## src/rtl/onehot_decoder_pkg.sv

```systemverilog
// onehot_decoder_stream shared types, defaults and decode helper.
// dec() works at a fixed maximum width; callers size-cast to OUT_W.
package onehot_decoder_pkg;

  typedef enum logic [1:0] {
    EMPTY = 2'd0,
    BUSY  = 2'd1,
    FULL  = 2'd2
  } state_t;

  localparam int IN_W_DEF  = 2;
  localparam int CNT_W_DEF = 8;

  localparam int DEC_IN_W  = 8;
  localparam int DEC_OUT_W = 1 << DEC_IN_W;

  function automatic logic [DEC_OUT_W-1:0] dec(
    input logic [DEC_IN_W-1:0] code
  );
    dec       = '0;
    dec[code] = 1'b1;
  endfunction

endpackage

```

## src/rtl/onehot_decoder_stream.sv

```systemverilog
// Streaming binary-to-one-hot decoder with 2-entry skid buffer.
// Ports: clk, rst_n, in_code/in_valid/in_ready, out_onehot/out_valid/out_ready, xfer_count.
module onehot_decoder_stream
  import onehot_decoder_pkg::*;
#(
  parameter  int IN_W  = IN_W_DEF,
  parameter  int CNT_W = CNT_W_DEF,
  localparam int OUT_W = 1 << IN_W
) (
  input  logic             clk,
  input  logic             rst_n,
  input  logic [IN_W-1:0]  in_code,
  input  logic             in_valid,
  output logic             in_ready,
  output logic [OUT_W-1:0] out_onehot,
  output logic             out_valid,
  input  logic             out_ready,
  output logic [CNT_W-1:0] xfer_count
);

  state_t state_q, state_d;

  logic [OUT_W-1:0] oreg_q, oreg_d;
  logic [OUT_W-1:0] sreg_q, sreg_d;
  logic [OUT_W-1:0] dec_w;
  logic [CNT_W-1:0] cnt_q;
  logic             acc;
  logic             fire;

  assign in_ready   = (state_q != FULL);
  assign out_valid  = (state_q != EMPTY);
  assign out_onehot = oreg_q;
  assign xfer_count = cnt_q;

  assign acc  = in_valid & in_ready;
  assign fire = out_valid & out_ready;

  assign dec_w = OUT_W'(dec(DEC_IN_W'(in_code)));

  always_comb begin
    state_d = state_q;
    oreg_d  = oreg_q;
    sreg_d  = sreg_q;
    unique case (state_q)
      EMPTY: begin
        if (acc) begin
          oreg_d  = dec_w;
          state_d = BUSY;
        end
      end
      BUSY: begin
        if (acc && fire) begin
          oreg_d = dec_w;
        end else if (acc) begin
          sreg_d  = dec_w;
          state_d = FULL;
        end else if (fire) begin
          oreg_d  = '0;
          state_d = EMPTY;
        end
      end
      FULL: begin
        if (fire) begin
          oreg_d  = sreg_q;
          state_d = BUSY;
        end
      end
      default: begin
        oreg_d  = '0;
        sreg_d  = '0;
        state_d = EMPTY;
      end
    endcase
  end

  always_ff @(posedge clk or negedge rst_n) begin
    if (!rst_n) begin
      state_q <= EMPTY;
      oreg_q  <= '0;
      sreg_q  <= '0;
    end else begin
      state_q <= state_d;
      oreg_q  <= oreg_d;
      sreg_q  <= sreg_d;
    end
  end

  always_ff @(posedge clk or negedge rst_n) begin
    if (!rst_n) begin
      cnt_q <= '0;
    end else if (fire && (cnt_q != {CNT_W{1'b1}})) begin
      cnt_q <= cnt_q + CNT_W'(1);
    end
  end

endmodule

```

## config.mk

```make
export PLATFORM = sky130hd
export DESIGN_NAME = onehot_decoder_stream
export DESIGN_NICKNAME = d
export VERILOG_FILES = /design/src/rtl/onehot_decoder_pkg.sv /design/src/rtl/onehot_decoder_stream.sv
export SDC_FILE = /design/constraint.sdc
export NUM_CORES = 1
export LEC_CHECK = 0
export BUFFER_PORTS_ARGS = -buffer_cell sky130_fd_sc_hd__buf_2
export CAP_MARGIN = 20
export CORE_ASPECT_RATIO = 0.7
export CORE_UTILIZATION = 48
export DETAILED_ROUTE_END_ITERATION = 12
export GPL_TIMING_DRIVEN = 0
export PLACE_DENSITY = 0.75
export SYNTH_ARGS = -nofsm -noshare
export SYNTH_HDL_FRONTEND = slang
export SYNTH_SLANG_ARGS = --single-unit
```

## constraint.sdc

```tcl
create_clock -name clk -period 1.55 [get_ports clk]
set_clock_uncertainty 0.1 [all_clocks]
set_input_delay 0.155 -clock clk [delete_from_list [all_inputs] [get_ports clk]]
set_output_delay 0.155 -clock clk [all_outputs]
set_load 0.01 [all_outputs]
```

==> results of run 1 <==
[routing by layer]
layer / up-vias / part of all wire [%]
li1: 421 / -
met1: 417 / 49
met2: 16 / 45
met3: 2 / 5.1
met4: 0 / 0.79
met5: - / 0
[critical path, cell delays in order (launching register included)]
cell and delay [ns]:
sky130_fd_sc_hd__dfrtp_2 0.42, sky130_fd_sc_hd__ha_4 0.17, sky130_fd_sc_hd__nand4_4 0.13, sky130_fd_sc_hd__o211ai_2 0.26, sky130_fd_sc_hd__mux2_4 0.32
[logic make-up (layout without fill, tap and decap cells)]
kind of cell               Yosys count  in the layout  synth area share (%)
AOI/OAI and AO/OA                   30             30                  22.9
DFF                                 18             18                  43.1
and+or+nand+nor                     30             30                  15.8
muxes                                7              7                  7.90
buffers and inverters               11             36                  5.75
xor gates and xnor gates             4              4                  3.35
adders and majority gates            1              1                  1.20
[power breakdown]
part | leakage [µW] | internal (µW) | switching (µW)
clock | 0.0000138 | 90.4 | 138
combinational | 0.000332 | 398 | 359
sequential | 0.000229 | 622 | 192
[flip-flops by register name, indices dropped and copies added, names as in the netlist]
register,cells
xfer_count,8
state_q,2
out_onehot,4
sreg_q,4
[metrics by stage]
step / area (µm²) / TNS [ns]
2_1_floorplan: 1050 / 0
3_3_place_gp: 1170 / -0.0435
3_5_place_dp: 1170 / -0.0893
4_1_cts: 1230 / -0.00352
5_1_grt: 1260 / -0.0210
6_report: 1260 / 0
[worst paths after layout]
check	cells past startpoint	slack (ns)	to
setup / recovery	4	0.04	xfer_count[1]
hold / removal	3	0.09	state_q[1]
setup reg to reg	4	0.04	xfer_count[1]
hold reg to reg	1	0.39	sreg_q[2]
max in group asynchronous	2	0.83	xfer_count[1]
min in group asynchronous	2	0.21	sreg_q[2]
[what timing repair did]
item	CTS	global route
setup endpoints to repair	2	7
gates resized for setup	4	5
hold endpoints to repair	18	0
pin swaps	2	0
hold buffers	1	0
buffers inserted	1	2
[cells in the mapped netlist, types with 2 or more instances]
cell / number / area, µm²
sky130_fd_sc_hd__o22ai_1: 2 / 12.5
sky130_fd_sc_hd__inv_1: 6 / 22.5
sky130_fd_sc_hd__o21a_1: 2 / 15.0
sky130_fd_sc_hd__nand2b_1: 4 / 25.0
sky130_fd_sc_hd__o21bai_1: 4 / 30.0
sky130_fd_sc_hd__nand2_1: 3 / 11.3
sky130_fd_sc_hd__buf_2: 3 / 15.0
sky130_fd_sc_hd__nor2_1: 8 / 30.0
sky130_fd_sc_hd__o21ai_0: 6 / 30.0
sky130_fd_sc_hd__dfrtp_1: 18 / 450
sky130_fd_sc_hd__nor3_1: 2 / 10.0
sky130_fd_sc_hd__nand3_1: 3 / 15.0
sky130_fd_sc_hd__buf_6: 2 / 22.5
sky130_fd_sc_hd__mux2_1: 6 / 67.6
sky130_fd_sc_hd__a32o_1: 4 / 40.0
sky130_fd_sc_hd__o32ai_1: 3 / 26.3
sky130_fd_sc_hd__nor2b_1: 2 / 12.5
sky130_fd_sc_hd__xnor2_1: 4 / 35.0
[cell type report]
cell class	count	area [µm²]	area share, %
timing repair buffer	23	128	10.2
inverter	6	22.5	1.79
tap	22	27.5	2.19
clock buffer	3	22.5	1.79
buffer	4	32.5	2.59
multi-input combinational	72	568	45.2
sequential	18	455	36.3
[cell usage in the layout, fill, tap and decap left out, types with 2 or more instances in the layout]
| cell | instances |
|---|---|
| sky130_fd_sc_hd__buf_6 | 2 |
| sky130_fd_sc_hd__o21bai_1 | 4 |
| sky130_fd_sc_hd__o21ai_0 | 6 |
| sky130_fd_sc_hd__inv_1 | 6 |
| sky130_fd_sc_hd__a32o_1 | 4 |
| sky130_fd_sc_hd__o21a_1 | 2 |
| sky130_fd_sc_hd__o22ai_1 | 2 |
| sky130_fd_sc_hd__o32ai_1 | 3 |
| sky130_fd_sc_hd__nand2b_1 | 4 |
| sky130_fd_sc_hd__buf_4 | 3 |
| sky130_fd_sc_hd__buf_2 | 21 |
| sky130_fd_sc_hd__mux2_1 | 5 |
| sky130_fd_sc_hd__mux2_4 | 2 |
| sky130_fd_sc_hd__dfrtp_1 | 14 |
| sky130_fd_sc_hd__dfrtp_2 | 4 |
| sky130_fd_sc_hd__clkbuf_4 | 3 |
| sky130_fd_sc_hd__nand3_1 | 3 |
| sky130_fd_sc_hd__nor2b_1 | 2 |
| sky130_fd_sc_hd__xnor2_1 | 4 |
| sky130_fd_sc_hd__nor2_1 | 8 |
| sky130_fd_sc_hd__nand2_1 | 3 |
==> summary.log, run 1 <==
[grt] largest net degree at the start of global routing 19
[finish] Final Util 64.4%
[synthesis] post-synthesis sequential element count 18
[timing] number of setup violations in the final report 0
[finish] Diodes inserted 0
[synthesis] part of the Yosys area used for sequential elements 43.1%
[critical_path] origin of the worst setup path xfer_count[1]
[synthesis] Mapped Area 0.00104 mm²
[routing] number of optimization iterations in the first detailed-route pass 8
[finish] layout overhead on the synthesized area 20.2%
[grt] M3 GR Usage 6.94%
[grt] overflow left after global routing 0
[clock_tree] number of buffers created by CTS 3
[timing] Tmin final 1.51 ns
[timing] hold violation total from the final report 0
[timing] minimum setup slack in the final design 0.0387 ns
[critical_path] startpoint of the worst register-to-register path xfer_count[1]
[finish] Fill cells 157
[timing] final worst path period share 97.5%
[synthesis] ys async rst share 100%
[timing] count of pins over their slew limit 0
[floorplan] total number of placement rows 13
[grt] busiest metal layer after global routing met2
[outcome] violated checks design-rule violations
[timing] transition time at the pin with the least slew margin 0.401 ns
[routing] residual antenna-violating net count after detailed routing 0
[floorplan] full die area 0.00237 mm²
[place] instance count after placement with tap cells included 142
[finish] number of nets in the final layout 135
[floorplan] initial standard-cell utilization of the core 53.5%
[routing] sum of routed wire length over all layers 2270 µm
[clock_tree] TritonCTS clock tree built
[synthesis] Yosys warning count 0
[synthesis] Cells after Synth 101
[clock_tree] CTS Buffer Depth 2
[timing] Fmax achieved 0.662 GHz
[finish] layout cells sized above 1 34.1%
[routing] post-detailed-route via-to-cell ratio 5.78
[power_and_ir_drop] maximum VDD drop 0.626 mV
[worst_hold_path] hold path startpoint in_valid
[routing] Residual DRC 2
[floorplan] I/O pin total 20
[power_and_ir_drop] standby leakage power 0.000575 µW
[timing] worst slew margin relative to its limit 73.3%
[synthesis] syn avg cell area 10.3 µm²
[grt] total global-route track usage 21.2%
[place] global placer's final weighted congestion 0.806
[critical_path] critical path peak fanout 6
[floorplan] core outline area 0.00195 mm²
[finish] number of standard cells in the layout, taps in and fillers out 148
[grt] number of global-route vias before repair 764
[place] DP HPWL 1640 µm
[critical_path] data arrival time of the critical path 1.59 ns
[power_and_ir_drop] sum of internal, switching and leakage power 1800 µW
[clock_tree] H-Tree Level Count 1
[place] IO Port Bufs 19
[routing] wire length per cell after detailed routing 15.3 µm
[critical_path] required time at the endpoint of the critical path 1.63 ns
[routing] Detailed Route Iter0 Violations 31
[clock_tree] number of clock sinks seen by CTS 18
[synthesis] Post-synth EDFFs 0
[critical_path] category of the critical setup timing path register to register
[critical_path] critical path launch point type register
[power_and_ir_drop] cell area power density 1430 mW/mm²
[grt] number of antenna violations at the first check in global routing 0
[synthesis] net count after synthesis 108
[synthesis] top_reg_cell synth sky130_fd_sc_hd__dfrtp_1
[place] Placement Setup Slack -0.0893 ns
[grt] grt met1 use 28.1%
[worst_hold_path] type of the tightest min-delay check primary input to register
[clock_tree] CTS root buf sky130_fd_sc_hd__clkbuf_4
[routing] via count of the routed design 856
[timing] setup repair after global routing missed its margin yes
[floorplan] die height 41.0 µm
[grt] GR Layer Usage met2 34.6%
[grt] first-pass GRT wire length 3530 µm
[synthesis] number of distinct library cells after synthesis 37
[floorplan] width of the chip 57.8 µm
[clock_tree] source-to-sink clock delay at the later pin of the worst-skew pair 0.29 ns
[outcome] outcome complete, but fails checks
[timing] hold_ws 0.0911 ns
[clock_tree] CTS clock-pin slew for the worst setup and hold paths 0.09 ns
[run] max capacitance violation total 0
[critical_path] endpoint type of the worst setup path register
Note: power is estimated with default switching activity, not from simulation.
==> inputs of run 2 (changes only) <==
- CORE_ASPECT_RATIO: 0.7 -> unset
==> summary.log, run 2 (same netlist as run 1, synthesis figures left out) <==
[grt] first-pass GRT wire length 3840 µm [+8.6%]
[timing] transition time at the pin with the least slew margin 0.391 ns [-0.00979 ns]
[clock_tree] source-to-sink clock delay at the later pin of the worst-skew pair 0.30 ns [about the same]
[routing] number of optimization iterations in the first detailed-route pass 4 [-4]
[floorplan] I/O pin total 20 [unchanged]
[critical_path] endpoint type of the worst setup path output port
[clock_tree] CTS clock-pin slew for the worst setup and hold paths 0.11 ns [+0.02 ns]
[grt] number of antenna violations at the first check in global routing 0 [unchanged]
[critical_path] required time at the endpoint of the critical path 1.29 ns [-0.34 ns]
[grt] overflow left after global routing 0 [unchanged]
[timing] number of setup violations in the final report 0 [unchanged]
[grt] largest net degree at the start of global routing 19 [unchanged]
[routing] via count of the routed design 864 [+0.93%]
[power_and_ir_drop] cell area power density 1460 mW/mm² [+1.6%]
[place] instance count after placement with tap cells included 147 [+3.5%]
[critical_path] minimum setup slack among reg-to-reg paths 0.05 ns [about the same]
[clock_tree] TritonCTS clock tree built
[clock_tree] CTS Buffer Depth 2 [unchanged]
[routing] post-detailed-route via-to-cell ratio 5.61 [-3.0%]
[finish] commonest cells after routing, fill and taps aside 21 x sky130_fd_sc_hd__buf_2, 16 x sky130_fd_sc_hd__dfrtp_1, 8 x sky130_fd_sc_hd__nor2_1
[place] Area after DPL 0.00118 mm² [+0.54%]
[routing] residual antenna-violating net count after detailed routing 0 [unchanged]
[power_and_ir_drop] standby leakage power 0.000578 µW [+0.61%]
[critical_path] category of the critical setup timing path register to output port
[grt] total global-route track usage 20.7% [-0.52 points]
[floorplan] total number of placement rows 16 [+3]
[critical_path] critical path peak fanout 7 [+1]
[power_and_ir_drop] maximum VDD drop 0.736 mV [+18%]
[timing] worst slew margin relative to its limit 73.9% [+0.65 points]
[worst_hold_path] type of the tightest min-delay check primary input to register
[grt] number of global-route vias before repair 799 [+4.6%]
[routing] wire length per cell after detailed routing 14.1 µm [-7.8%]
[finish] number of nets in the final layout 135 [unchanged]
[finish] layout cells sized above 1 31.5% [-2.6 points]
[critical_path] data arrival time of the critical path 1.25 ns [-0.34 ns]
[finish] Fill cells 173 [+10%]
[clock_tree] CTS root buf sky130_fd_sc_hd__clkbuf_4
[timing] count of pins over their slew limit 0 [unchanged]
[clock_tree] H-Tree Level Count 1 [unchanged]
[floorplan] core outline area 0.00200 mm² [+2.6%]
[floorplan] width of the chip 48.7 µm [-16%]
[timing] Post-Route Setup TNS 0 ns [unchanged]
[finish] layout overhead on the synthesized area 21.2%
[finish] number of standard cells in the layout, taps in and fillers out 154 [+4.1%]
[place] global placer's final weighted congestion 0.757 [-6.1%]
[routing] Residual DRC 0 [-2]
[place] IO Port Bufs 19 [unchanged]
[power_and_ir_drop] sum of internal, switching and leakage power 1840 µW [+2.4%]
[timing] Fmax achieved 0.663 GHz [+0.27%]
[floorplan] initial standard-cell utilization of the core 52.2% [-1.3 points]
[critical_path] critical path launch point type register
[timing] final worst path period share 97.2% [-0.27 points]
[run] max capacitance violation total 0 [unchanged]
[outcome] outcome finished clean
[finish] commonest non-fill, non-tap cell in the layout sky130_fd_sc_hd__buf_2
[clock_tree] number of clock sinks seen by CTS 18 [unchanged]
[timing] setup repair after global routing missed its margin yes
[floorplan] full die area 0.00237 mm² [-0.12%]
[clock_tree] number of buffers created by CTS 3 [unchanged]
[place] DP HPWL 1520 µm [-7.4%]
[timing] Tmin final 1.51 ns [-0.00413 ns]
[finish] Diodes inserted 0 [unchanged]
[floorplan] die height 48.7 µm [+19%]
[finish] Non-Filler Cell Area, Final 0.00127 mm² [+0.80%]
[timing] hold violation total from the final report 0 [unchanged]
[finish] number of flip-flops under the largest register name 8 [unchanged]
[routing] sum of routed wire length over all layers 2180 µm [-4.0%]
[routing] Detailed Route Iter0 Violations 10 [-68%]
[run 2: timing repair]
item / 4_1_cts / 5_1_grt
resized for setup: 3 / 2
endpoints found under the hold margin: 18 / 0
endpoints found under the setup margin: 6 / 4
setup buffers: 2 / 1
hold buffers: 1 / 0
pin swaps: 1 / 1
[run 2: worst paths after layout]
| path | depth (start not counted) | startpoint | end |
|---|---|---|---|
| min in group asynchronous | 2 | rst_n | out_onehot[3] |
| max | 2 | state_q[1] | out_valid |
| max in group asynchronous | 2 | rst_n | state_q[1] |
| max reg2reg | 4 | xfer_count[1] | xfer_count[1] |
| min | 3 | in_valid | state_q[1] |
| min reg2reg | 1 | sreg_q[3] | sreg_q[3] |
[run 2: stage by stage]
step | util, % | hold WS (ns) | worst slack (ns)
finish | 63.2 | 0.0751 | 0.0428
global route | 63.2 | 0.0826 | -0.0157
CTS | 62.3 | 0.0695 | 0.00752
detailed placement | 58.8 | 0.00388 | -0.0590
global placement | 58.8 | 0.00761 | -0.0510
floorplan | - | -0.241 | 0.000931
[run 2: layout make-up]
class | instances | area [µm²] | share of cell area [%]
Tap cell | 27 | 33.8 | 2.67
Inverter | 6 | 22.5 | 1.78
Buffer | 4 | 32.5 | 2.57
Multi-Input combinational cell | 72 | 561 | 44.3
Timing Repair Buffer | 23 | 128 | 10.1
Clock buffer | 4 | 36.3 | 2.87
Sequential cell | 18 | 453 | 35.8
[run 2: worst max-delay path, stage by stage, from the launching register on]
cell and delay [ns]:
sky130_fd_sc_hd__dfrtp_2 0.48, sky130_fd_sc_hd__or2_2 0.33, sky130_fd_sc_hd__buf_2 0.15
[run 2: metal layers]
layer | routed length (µm) | track usage (%) | vias to the layer above | part of all wire [%]
met5 | 0 | 0 | - | 0
met4 | 23 | 5.88 | 0 | 1.1
met3 | 69 | 2.20 | 2 | 3.2
met2 | 1060 | 34.7 | 18 | 49
met1 | 1020 | 28.3 | 419 | 47
li1 | - | - | 425 | -
[run 2: power by group]
part / switching, µW / total, µW / leakage (µW) / internal, µW
Clock: 156 / 299 / 0.0000210 / 143
Sequential: 185 / 801 / 0.000231 / 616
Combinational: 356 / 742 / 0.000326 / 386
Total: 697 / 1840 / 0.000578 / 1150
==> inputs of run 3 (changes only) <==
==> constraint.sdc (replaced) <==
create_clock -name clk -period 1.55 [get_ports clk]
set_clock_uncertainty 0.1 [all_clocks]
set_input_delay 0.0775 -clock clk [delete_from_list [all_inputs] [get_ports clk]]
set_output_delay 0.0775 -clock clk [all_outputs]
set_load 0.01 [all_outputs]
==> summary.log, run 3 (same netlist as run 1, synthesis figures left out) <==
[clock_tree] number of clock sinks seen by CTS 18 [unchanged]
[power_and_ir_drop] Sequential Power Share 42.5% [-1.0 points]
[finish] Final Util 64.3% [+1.1 points]
[floorplan] die height 48.7 µm [unchanged]
[clock_tree] CTS clock-pin slew for the worst setup and hold paths 0.11 ns [about the same]
[timing] number of setup violations in the final report 0 [unchanged]
[worst_hold_path] type of the tightest min-delay check primary input to register
[routing] Detailed Route Iter0 Violations 11 [+1]
[place] DP HPWL 1520 µm [unchanged]
[finish] sequential cell area 450 µm² [-0.55%]
[clock_tree] source-to-sink clock delay at the later pin of the worst-skew pair 0.30 ns [about the same]
[critical_path] required time at the endpoint of the critical path 1.65 ns [+0.36 ns]
[critical_path] critical path launch point type register
[finish] layout cells sized above 1 31.3% [-0.25 points]
[finish] total area of multi-input combinational cells 568 µm² [+1.3%]
[clock_tree] TritonCTS clock tree built
[timing] hold violation total from the final report 0 [unchanged]
[critical_path] data arrival time of the critical path 1.58 ns [+0.33 ns]
[finish] Fill cells 171 [-1.2%]
[grt] total global-route track usage 21.1% [+0.40 points]
[critical_path] category of the critical setup timing path register to register
[finish] number of nets in the final layout 136 [+0.74%]
[timing] Fmax achieved 0.675 GHz [+1.7%]
[run] max capacitance violation total 0 [unchanged]
[clock_tree] H-Tree Level Count 1 [unchanged]
[finish] commonest cells after routing, fill and taps aside 20 x sky130_fd_sc_hd__buf_2, 18 x sky130_fd_sc_hd__dfrtp_1, 8 x sky130_fd_sc_hd__nor2_1
[power_and_ir_drop] net load switching power 697 µW [about the same]
[finish] layout overhead on the synthesized area 23.2%
[routing] wire length per cell after detailed routing 14.1 µm [-0.60%]
[power_and_ir_drop] combinational share of power 41.7% [+1.4 points]
[grt] number of global-route vias before repair 821 [+2.8%]
[floorplan] initial standard-cell utilization of the core 52.2% [unchanged]
[floorplan] I/O pin total 20 [unchanged]
[clock_tree] number of buffers created by CTS 3 [unchanged]
[routing] sum of routed wire length over all layers 2180 µm [about the same]
[clock_tree] CTS Buffer Depth 2 [unchanged]
[grt] largest net degree at the start of global routing 19 [unchanged]
[timing] worst slew margin relative to its limit 72.9% [-1.0 points]
[floorplan] total number of placement rows 16 [unchanged]
[routing] residual antenna-violating net count after detailed routing 0 [unchanged]
[finish] commonest non-fill, non-tap cell in the layout sky130_fd_sc_hd__buf_2
[timing] Tmin final 1.48 ns [-0.0255 ns]
[timing] setup repair after global routing missed its margin no
[floorplan] width of the chip 48.7 µm [unchanged]
[timing] final worst path period share 95.6% [-1.6 points]
[timing] minimum setup slack in the final design 0.0683 ns [+0.0255 ns]
[place] Area after DPL 0.00118 mm² [unchanged]
[power_and_ir_drop] sum of internal, switching and leakage power 1870 µW [+1.3%]
[grt] first-pass GRT wire length 3910 µm [+1.8%]
[power_and_ir_drop] switching share of power 37.3% [-0.49 points]
[floorplan] core outline area 0.00200 mm² [unchanged]
[place] global placer's final weighted congestion 0.757 [unchanged]
[routing] post-detailed-route via-to-cell ratio 5.59 [-0.30%]
[timing] count of pins over their slew limit 0 [unchanged]
[routing] via count of the routed design 867 [+0.35%]
[place] Placement Setup Slack -0.0590 ns [unchanged]
[critical_path] endpoint type of the worst setup path register
[critical_path] critical path peak fanout 6 [-1]
[grt] number of antenna violations at the first check in global routing 0 [unchanged]
[power_and_ir_drop] cell area power density 1450 mW/mm² [-0.38%]
[floorplan] full die area 0.00237 mm² [unchanged]
[timing] transition time at the pin with the least slew margin 0.406 ns [+0.0152 ns]
[finish] Diodes inserted 0 [unchanged]
[routing] number of optimization iterations in the first detailed-route pass 4 [unchanged]
[finish] number of flip-flops under the largest register name 8 [unchanged]
[place] IO Port Bufs 19 [unchanged]
[outcome] outcome finished clean
[grt] overflow left after global routing 0 [unchanged]
[power_and_ir_drop] part of the total power dissipated in the clock network 15.9% [-0.3 points]
[power_and_ir_drop] standby leakage power 0.000591 µW [+2.1%]
[power_and_ir_drop] maximum VDD drop 0.750 mV [+1.8%]
[routing] Residual DRC 0 [unchanged]
[finish] Non-Filler Cell Area, Final 0.00129 mm² [+1.7%]
[power_and_ir_drop] Internal 1170 µW [+2.1%]
[clock_tree] CTS root buf sky130_fd_sc_hd__clkbuf_4
==> run 3: cell type report <==
| cell class | count | area share, % |
|---|---|---|
| multi-input cells | 72 | 44.1 |
| plain buffers | 5 | 3.60 |
| well taps | 27 | 2.62 |
| repair buffers | 23 | 10.1 |
| flip-flops and latches | 18 | 35.0 |
| clock buffers | 4 | 2.82 |
| inverters | 6 | 1.75 |
==> run 3: path summary, 6_finish.rpt <==
path / startpoint / end / slack (ns) / depth (start not counted)
setup / recovery: xfer_count[1] / xfer_count[1] / 0.07 / 4
min in group asynchronous: rst_n / state_q[1] / 0.13 / 2
max in group asynchronous: rst_n / sreg_q[1] / 0.93 / 2
hold / removal: out_ready / state_q[1] / 0.04 / 3
hold reg to reg: sreg_q[3] / sreg_q[3] / 0.40 / 1
setup reg to reg: xfer_count[1] / xfer_count[1] / 0.07 / 4
==> run 3: metrics by stage <==
stage,cells,setup TNS [ns],hold WS (ns)
2_1_floorplan,101,0,-0.318
3_3_place_gp,147,-0.0510,-0.0699
3_5_place_dp,147,-0.0611,-0.0736
4_1_cts,155,0,0.0247
5_1_grt,155,0,0.0590
6_report,155,0,0.0381
==> run 3: repair_timing <==
action	4_1_cts	5_1_grt
endpoints found under the hold margin	19	0
endpoints found under the setup margin	5	6
hold buffers	2	0
pin swaps	1	1
setup buffers	2	0
resized for setup	2	7
==> run 3: critical path: stages (launching register included) <==
cell and delay, ns:
sky130_fd_sc_hd__dfrtp_1 0.44, sky130_fd_sc_hd__ha_4 0.18, sky130_fd_sc_hd__nand4_4 0.13, sky130_fd_sc_hd__o211ai_2 0.22, sky130_fd_sc_hd__mux2_4 0.32
==> run 3: per-layer routing <==
layer	GRT usage (%)	vias to the layer above	share of wire [%]
met3	2.20	2	3.0
li1	-	433	-
met4	5.88	0	1.1
met1	28.5	417	47
met5	0	-	0
met2	35.9	15	49
==> run 3: power by group through the flow <==
stage / combinational [µW] / sequential (µW) / clock, µW
5_1_grt: 851 / 814 / 329
6_report: 778 / 793 / 296
2_1_floorplan: 421 / 813 / 0
3_5_place_dp: 688 / 789 / 0
3_3_place_gp: 667 / 773 / 0
4_1_cts: 739 / 776 / 300
